$ cat src/rtl/noc_input_port_buffer_if.sv
// Signal bundle for one router input port: upstream RTS/DCTS link,
// per-direction request/grant pairs and FIFO status.
interface noc_input_port_buffer_if #(
    parameter int DATA_W = 32,
    parameter int DEPTH  = 4
);
    logic                       RTS;
    logic [DATA_W-1:0]          rx_flit;
    logic                       DCTS;
    logic                       Req_N, Req_E, Req_W, Req_S, Req_L;
    logic                       Grant_N, Grant_E, Grant_W, Grant_S, Grant_L;
    logic [DATA_W-1:0]          dout;
    logic                       empty;
    logic [$clog2(DEPTH):0]     occupancy;
    logic                       err;

    // slave: the input port buffer itself
    modport slave (
        input  RTS, rx_flit, Grant_N, Grant_E, Grant_W, Grant_S, Grant_L,
        output DCTS, Req_N, Req_E, Req_W, Req_S, Req_L, dout, empty, occupancy, err
    );

    // master: upstream link plus the local output arbiters
    modport master (
        output RTS, rx_flit, Grant_N, Grant_E, Grant_W, Grant_S, Grant_L,
        input  DCTS, Req_N, Req_E, Req_W, Req_S, Req_L, dout, empty, occupancy, err
    );
endinterface

$ cat src/rtl/noc_input_port_buffer.sv
// Router input port: RTS/DCTS receive handshake into a small FIFO, with an
// XY-routed one-hot request held from head flit to tail flit.
module noc_input_port_buffer #(
    parameter int DATA_W  = 32,
    parameter int DEPTH   = 4,
    parameter int COORD_W = 2,
    parameter int CUR_X   = 0,
    parameter int CUR_Y   = 0
) (
    input  logic                     clk,
    input  logic                     rst,
    noc_input_port_buffer_if.slave   link
);
    localparam int PTR_W = $clog2(DEPTH);
    localparam int OCC_W = PTR_W + 1;
    localparam logic [2:0] TYPE_HEAD = 3'b001;
    localparam logic [2:0] TYPE_TAIL = 3'b100;
    localparam logic [COORD_W-1:0] CX = COORD_W'(CUR_X);
    localparam logic [COORD_W-1:0] CY = COORD_W'(CUR_Y);

    // Request/grant vectors are packed {N, E, W, S, L}
    localparam logic [4:0] DIR_N = 5'b10000;
    localparam logic [4:0] DIR_E = 5'b01000;
    localparam logic [4:0] DIR_W = 5'b00100;
    localparam logic [4:0] DIR_S = 5'b00010;
    localparam logic [4:0] DIR_L = 5'b00001;

    generate
        if (DEPTH < 2 || (DEPTH & (DEPTH - 1)) != 0) begin : g_bad_depth
            $error("noc_input_port_buffer: DEPTH must be a power of 2 and >= 2");
        end
    endgenerate

    typedef enum logic {IDLE, ACTIVE} state_t;

    logic [DATA_W-1:0]  mem [DEPTH];
    logic [PTR_W-1:0]   wr_ptr, rd_ptr;
    logic [OCC_W-1:0]   occ;
    logic               dcts_q, err_q;
    logic [4:0]         req_q;
    state_t             state;

    logic               empty, accept, pop, err_next;
    logic [DATA_W-1:0]  head_flit;
    logic [2:0]         head_type;
    logic [COORD_W-1:0] dest_x, dest_y;
    logic [4:0]         grant, route_req;

    assign empty     = (occ == '0);
    assign head_flit = mem[rd_ptr];
    assign head_type = head_flit[DATA_W-1 -: 3];
    assign dest_x    = head_flit[COORD_W-1:0];
    assign dest_y    = head_flit[2*COORD_W-1:COORD_W];
    assign grant     = {link.Grant_N, link.Grant_E, link.Grant_W, link.Grant_S, link.Grant_L};

    // Fullness uses registered occupancy: a same-cycle pop does not free a slot.
    assign accept = link.RTS & ~dcts_q & (occ < OCC_W'(DEPTH));

    // XY routing: resolve X first, then Y, then deliver locally.
    always_comb begin
        route_req = DIR_L;
        if (dest_x > CX)      route_req = DIR_E;
        else if (dest_x < CX) route_req = DIR_W;
        else if (dest_y < CY) route_req = DIR_N;
        else if (dest_y > CY) route_req = DIR_S;
    end

    always_comb begin
        pop      = 1'b0;
        err_next = 1'b0;
        case (state)
            IDLE: begin
                // Orphan body/tail flits with no preceding head are dropped.
                if (!empty && head_type != TYPE_HEAD) begin
                    pop      = 1'b1;
                    err_next = 1'b1;
                end
            end
            ACTIVE: begin
                pop      = ~empty & |(grant & req_q);
                err_next = |(grant & ~req_q);
            end
            default: ;
        endcase
    end

    always_ff @(posedge clk) begin
        if (!rst && accept)
            mem[wr_ptr] <= link.rx_flit;
    end

    always_ff @(posedge clk) begin
        if (rst) begin
            wr_ptr <= '0;
            rd_ptr <= '0;
            occ    <= '0;
            dcts_q <= 1'b0;
            err_q  <= 1'b0;
            req_q  <= '0;
            state  <= IDLE;
        end else begin
            dcts_q <= accept;
            err_q  <= err_next;
            if (accept) wr_ptr <= wr_ptr + 1'b1;
            if (pop)    rd_ptr <= rd_ptr + 1'b1;
            case ({accept, pop})
                2'b10:   occ <= occ + 1'b1;
                2'b01:   occ <= occ - 1'b1;
                default: ;
            endcase
            case (state)
                IDLE: begin
                    if (!empty && head_type == TYPE_HEAD) begin
                        req_q <= route_req;
                        state <= ACTIVE;
                    end
                end
                ACTIVE: begin
                    if (pop && head_type == TYPE_TAIL) begin
                        req_q <= '0;
                        state <= IDLE;
                    end
                end
                default: state <= IDLE;
            endcase
        end
    end

    assign link.DCTS      = dcts_q;
    assign link.err       = err_q;
    assign link.occupancy = occ;
    assign link.empty     = empty;
    assign link.dout      = empty ? '0 : head_flit;
    assign {link.Req_N, link.Req_E, link.Req_W, link.Req_S, link.Req_L} = req_q;
endmodule

$ cat src/flat_wrapper.sv
// flat-port wrapper written by rule: the top's interface ports become plain ports
module noc_input_port_buffer_flat 
#(
    parameter int DATA_W  = 32,
    parameter int DEPTH   = 4,
    parameter int COORD_W = 2,
    parameter int CUR_X   = 0,
    parameter int CUR_Y   = 0
)
  (clk, rst, link_RTS, link_rx_flit, link_Grant_N, link_Grant_E, link_Grant_W, link_Grant_S, link_Grant_L, link_DCTS, link_Req_N, link_Req_E, link_Req_W, link_Req_S, link_Req_L, link_dout, link_empty, link_occupancy, link_err);
  noc_input_port_buffer_if #(.DATA_W(DATA_W), .DEPTH(DEPTH)) link_i ();
  input  logic clk;
  input  logic rst;
  input wire logic [$bits(link_i.RTS)-1:0] link_RTS;
  input wire logic [$bits(link_i.rx_flit)-1:0] link_rx_flit;
  input wire logic [$bits(link_i.Grant_N)-1:0] link_Grant_N;
  input wire logic [$bits(link_i.Grant_E)-1:0] link_Grant_E;
  input wire logic [$bits(link_i.Grant_W)-1:0] link_Grant_W;
  input wire logic [$bits(link_i.Grant_S)-1:0] link_Grant_S;
  input wire logic [$bits(link_i.Grant_L)-1:0] link_Grant_L;
  output wire logic [$bits(link_i.DCTS)-1:0] link_DCTS;
  output wire logic [$bits(link_i.Req_N)-1:0] link_Req_N;
  output wire logic [$bits(link_i.Req_E)-1:0] link_Req_E;
  output wire logic [$bits(link_i.Req_W)-1:0] link_Req_W;
  output wire logic [$bits(link_i.Req_S)-1:0] link_Req_S;
  output wire logic [$bits(link_i.Req_L)-1:0] link_Req_L;
  output wire logic [$bits(link_i.dout)-1:0] link_dout;
  output wire logic [$bits(link_i.empty)-1:0] link_empty;
  output wire logic [$bits(link_i.occupancy)-1:0] link_occupancy;
  output wire logic [$bits(link_i.err)-1:0] link_err;
  assign link_i.RTS = link_RTS;
  assign link_i.rx_flit = link_rx_flit;
  assign link_i.Grant_N = link_Grant_N;
  assign link_i.Grant_E = link_Grant_E;
  assign link_i.Grant_W = link_Grant_W;
  assign link_i.Grant_S = link_Grant_S;
  assign link_i.Grant_L = link_Grant_L;
  assign link_DCTS = link_i.DCTS;
  assign link_Req_N = link_i.Req_N;
  assign link_Req_E = link_i.Req_E;
  assign link_Req_W = link_i.Req_W;
  assign link_Req_S = link_i.Req_S;
  assign link_Req_L = link_i.Req_L;
  assign link_dout = link_i.dout;
  assign link_empty = link_i.empty;
  assign link_occupancy = link_i.occupancy;
  assign link_err = link_i.err;
  noc_input_port_buffer #(.DATA_W(DATA_W), .DEPTH(DEPTH), .COORD_W(COORD_W), .CUR_X(CUR_X), .CUR_Y(CUR_Y)) u_core (.clk(clk), .rst(rst), .link(link_i));
endmodule
$ cat config.mk
export PLATFORM = sky130hd
export DESIGN_NAME = noc_input_port_buffer_flat
export DESIGN_NICKNAME = d
export VERILOG_FILES = /design/src/rtl/noc_input_port_buffer_if.sv /design/src/rtl/noc_input_port_buffer.sv /design/src/flat_wrapper.sv
export SDC_FILE = /design/constraint.sdc
export NUM_CORES = 1
export LEC_CHECK = 0
export BUFFER_PORTS_ARGS = -buffer_cell sky130_fd_sc_hd__buf_4
export CORE_UTILIZATION = 28
export DETAILED_ROUTE_END_ITERATION = 7
export PLACE_DENSITY = 0.52
export SYNTH_ARGS = -nofsm -noshare
export SYNTH_HDL_FRONTEND = slang
export SYNTH_SLANG_ARGS = --single-unit
$ cat constraint.sdc
create_clock -name clk -period 3.2 [get_ports clk]
set_clock_uncertainty 0.15 [all_clocks]
set_input_delay 0.32 -clock clk [delete_from_list [all_inputs] [get_ports clk]]
set_output_delay 0.32 -clock clk [all_outputs]
set_load 0.02 [all_outputs]
Yosys cells after proc, flatten, opt, wreduce, memory -nomap -nowiden
Memory sizes are Yosys's and may differ from the RTL's. A register that Yosys moved wholly into a read port is not among the register bits. Index checks and enable logic that the tools add are counted.

Muxes and demuxes: 19. Magnitude comparators: 5. Add/sub/neg operators: 4. Equal/unequal tests: 7. Bitwise operators: 9. Reductions and logical operators: 11.

Operators with widths (count): $mux W32 (1); $mux W5 (5); $and A5 B5 Y5 (2); $pmux W5 S2 (1); $reduce_or A5 Y1 (2); $mux W2 (3); $pmux W1 S2 (3); $pmux W3 S2 (1); $mux W1 (5); $not A5 Y5 (1); $add A2 B1 Y2 const B (2); $gt A2 B1 Y1 const B (2); $logic_and A1 B1 Y1 (4); $lt A2 B1 Y1 const B (2); $add A3 B1 Y3 const B (1); $and A1 B1 Y1 (3); $eq A3 B1 Y1 const B (1); $eq A3 B3 Y1 const B (1); $logic_not A3 Y1 (1); $lt A3 B3 Y1 const B (1); $ne A3 B1 Y1 const B (1); $not A1 Y1 (3); $sub A3 B1 Y3 const B (1); $eq A2 B1 Y1 const B (1); 6 further kinds (7).

Flip-flop bits (word level): 15. RAM bits: 128. Memories: 1. Word-level logic and storage cells: 63. Output and inout bits: 43.

Memory list: u_core.mem (words 4, bits a word 32, read ports 1, clocked after Yosys merged registers in 1, wr ports 1, line noc_input_port_buffer.sv:36) `logic [DATA_W-1:0] mem [DEPTH];`.

Logic depth before layout (Yosys ltp)
Depth in word-level cells: 8. Mapped depth: 10. Depth with buffers taken out: 9.

Worst setup path after synthesis
OpenSTA, ideal clock, no wires.

Path type: register -> register. Start point: register with a tool-made name. End point: register u_core.occ[2] (netlist: u_core.link.occupancy[2]). Data arrival time: 2484 ps. Slack: 496 ps. Required time: 2979 ps. Clock period less this slack: 2704 ps. Library setup time: 71 ps. Cell stages (with the launch flop): 11. Cell sequence: dfxtp_1 buf_6 mux4_2 nor4b_4 nor2_1 ha_1 inv_1 fa_1 xor2_1 or3_1 a21oi_1.

RTL lines: end signal, assigned (line noc_input_port_buffer.sv:107) `2'b10: occ <= occ + 1'b1;`; end signal, assigned (line noc_input_port_buffer.sv:108) `2'b01: occ <= occ - 1'b1;`; end, declared (line noc_input_port_buffer.sv:38) `logic [OCC_W-1:0] occ;`.

==> flow_metrics.py <==
metrics = {
    "yosys": {
        "syn_area_um2": 5633,
        "avgSynthCellArea_um2": 19.16,
        "synth_ff_type": "edfxtp_1",
        "synth-seq-cells": 143,
        "synth_cells": 294,
        "synth_top_area_share_pct": 68.24,
        "synth.top_cells.by_count": "128 x edfxtp_1, 32 x mux4_2, 32 x nor2b_1",
        "synth_top_area_cell": "edfxtp_1",
        "ys_seq_area_share_pct": 73.57,
        "synthTopCellsByArea": "edfxtp_1 68%, mux4_2 13%, dfxtp_1 5.3%",
        "yosys_warnings": 0,
        "post-synth-top-count-cell": "edfxtp_1",
        "async_reset_ff_share_pct": 0,
        "synth_edf_count": 128,
        "synthDistinctLibCells": 39,
    },
    "timing": {
        "rsz0062_at_grt": "no",
        "tns_ps": 0,
        "relSlewSlack_pct": 64.10,
        "period_needed_ps": 2812,
        "finalSetupViolations": 0,
        "whs_ps": 51.25,
        "finalCritPeriodShare_pct": 87.88,
        "finalHoldViolCount": 0,
        "slew_viol_final": 0,
        "max_freq_mhz": 355.6,
        "worst_pin_slew_ps": 538.6,
    },
    "finish": {
        "drive_above_1_share_pct": 38.02,
        "post-route-util_pct": 38.16,
        "ff_latch_area_um2": 4146,
        "area_delta_synth_final_pct": 32.72,
        "fillerInstances": 1855,
        "nets": 467,
        "multi_input_area_um2": 1394,
        "diodes": 0,
    },
    "die": {
        "start_util_pct": 28.75,
        "core_area_um2": 19590,
        "ios": 83,
        "die_area_um2": 20690,
        "rows": 51,
        "chipHeight_um": 143.8,
        "die_w_um": 143.8,
    },
    "drt": {
        "drtIter0Drc": 164,
        "firstDrtPassIters": 4,
        "post_drt_wl_per_cell_um": 16.41,
        "routed_wl_um": 11470,
        "drc": 0,
        "viasPerCell": 4.389,
        "ant_nets": 0,
        "vias": 3068,
    },
    "hold_path": {
        "hp-start": "rst",
        "hold_end": "u_core.link.occupancy[2]",
        "holdPathStages": 2,
        "worstHoldPathType": "input pin to flop",
    },
    "power_and_ir_drop": {
        "power_density_nw_per_um2": 770.2,
        "power_mw": 5.758,
        "ir_drop_mv": 0.3961,
        "p_leak_nw": 2.564,
    },
    "global_route": {
        "grt_use_total_pct": 11.82,
        "grt_pass1_wl_um": 17360,
        "antenna_found_initial": 0,
        "grt_overflow": 0,
        "grt_max_degree": 39,
        "grt_pass1_vias": 3143,
    },
    "critical_path": {
        "crit_type": "flop to flop",
        "critPathBufInv": 1,
        "crit_chain": "mux4_2, nor4b_4, nor2_1, ha_1, inv_1, fa_1, xor2_1, or3_1, a21oi_1",
        "cp_slowest_stage_delay_ps": 580,
        "worstSetupEndpointType": "flop",
        "startpoint_type": "flop",
        "critPathMaxFanout": 6,
        "crit_family": "simple AND/OR/NAND/NOR gates",
        "crit_required_ps": 3400,
        "critical_path_depth": 9,
        "r2r_setup_slack_ps": 390,
        "arrival_ps": 3010,
        "r2r_end": "u_core.link.occupancy[2]",
        "slowest_stage": "mux4_2",
        "r2r_cells": 9,
    },
    "place": {
        "routabilityCongestion": 0.6937,
        "numPortBuffers": 80,
        "hpwl_um": 6798,
    },
    "clock_network": {
        "cts_made_buffers": 17,
        "clk_pin_slew_ps": 60,
        "clkLatencyLatePin_ps": 410,
        "cts_max_path_buffers": 2,
        "htreeDepth": 4,
        "cts.sinks": 143,
        "cts_tree": "yes",
        "post-cts-setup-buffers": 0,
        "root_buffer": "clkbuf_16",
    },
    "job": {
        "maxCapViolations": 0,
    },
    "run_status": {
        "status": "complete, no violations",
    },
}
worst max path at each step:
| stage | startpoint | to |
|---|---|---|
| after floorplan | flop | u_core.link.occupancy[2] |
| after global placement | flop | u_core.link.occupancy[2] |
| after detailed placement | flop | u_core.link.occupancy[2] |
| after CTS | flop | u_core.link.occupancy[2] |
| after global routing | flop | u_core.link.occupancy[2] |
| final | flop | u_core.link.occupancy[2] |
area by class of cell:
type,count,area share [%]
flip-flops and latches,143,55.46
multi-input cells,128,18.64
repair buffers,122,13.32
clock buffers,18,5.741
well taps,265,4.435
clock inverters,14,1.941
inverters,9,0.4519
report_power, final:
part	switching [mW]	total [mW]	internal, mW
combinational	0.890	1.65	0.760
sequential	0.0551	2.22	2.16
clock	0.745	1.89	1.14
worst register-to-register path: cells and delay by family, from the launching register on:
family | cells | cell delay (ps)
flip-flops | 1 | 390
AO/OA/AOI/OAI | 1 | 140
AND/OR/NAND/NOR | 3 | 700
XOR/XNOR | 1 | 150
multiplexers | 1 | 580
adder cells (fa/ha/maj) | 2 | 590
buffers and inverters | 1 | 60
per-layer routing:
metal	vias to the layer above	wire [µm]	track usage (%)
li1	1406	-	-
met1	1577	4945	13.97
met2	72	5833	19.78
met3	13	517	3.799
met4	0	176	4.871
met5	-	0	0
metrics by stage:
stage          setup WS [ps]  cells  instance area, µm²
2_1_floorplan          495.5    295                5637
3_5_place_dp           361.4    635                6581
5_1_grt                158.5    699                7476
6_report               387.7    699                7476
3_3_place_gp           427.8    635                6581
4_1_cts                354.5    699                7476
state kept, by name, indices dropped and copies added, names as in the netlist, named ones only:
register,cells
u_core.link.DCTS,1
u_core.req_q,3
u_core.rd_ptr,2
u_core.wr_ptr,2
u_core.state,1
u_core.mem,128
u_core.link.err,1
u_core.link.occupancy,3
cell usage in the layout (no fill, tap or decap), types with 5 or more instances in the layout:
cell	netlist	layout
nor2_1	12	12
buf_4	2	90
ha_1	5	5
a21oi_1	6	6
clkbuf_16	0	17
dfxtp_1	15	13
inv_1	9	9
edfxtp_1	128	128
nor2b_1	32	32
dlygate4sd3_1	0	32
mux4_2	32	32
what timing repair did:
action | CTS | global route
resized for setup | 0 | 0
endpoints found under the hold margin | 128 | 0
hold buffers | 32 | 0
cells by family (layout without fill, tap and decap cells):
group,Yosys count,after routing,synth area share (%)
flops,143,143,73.57
simple gates,66,66,7.152
mux,34,34,13.19
buf+inv,24,163,1.932
compound gates,17,17,2.155
fa+ha+maj,6,6,1.466
xor+xnor,3,3,0.4665
other cells,1,2,0.06657
Note: power is estimated with default switching activity, not from simulation.
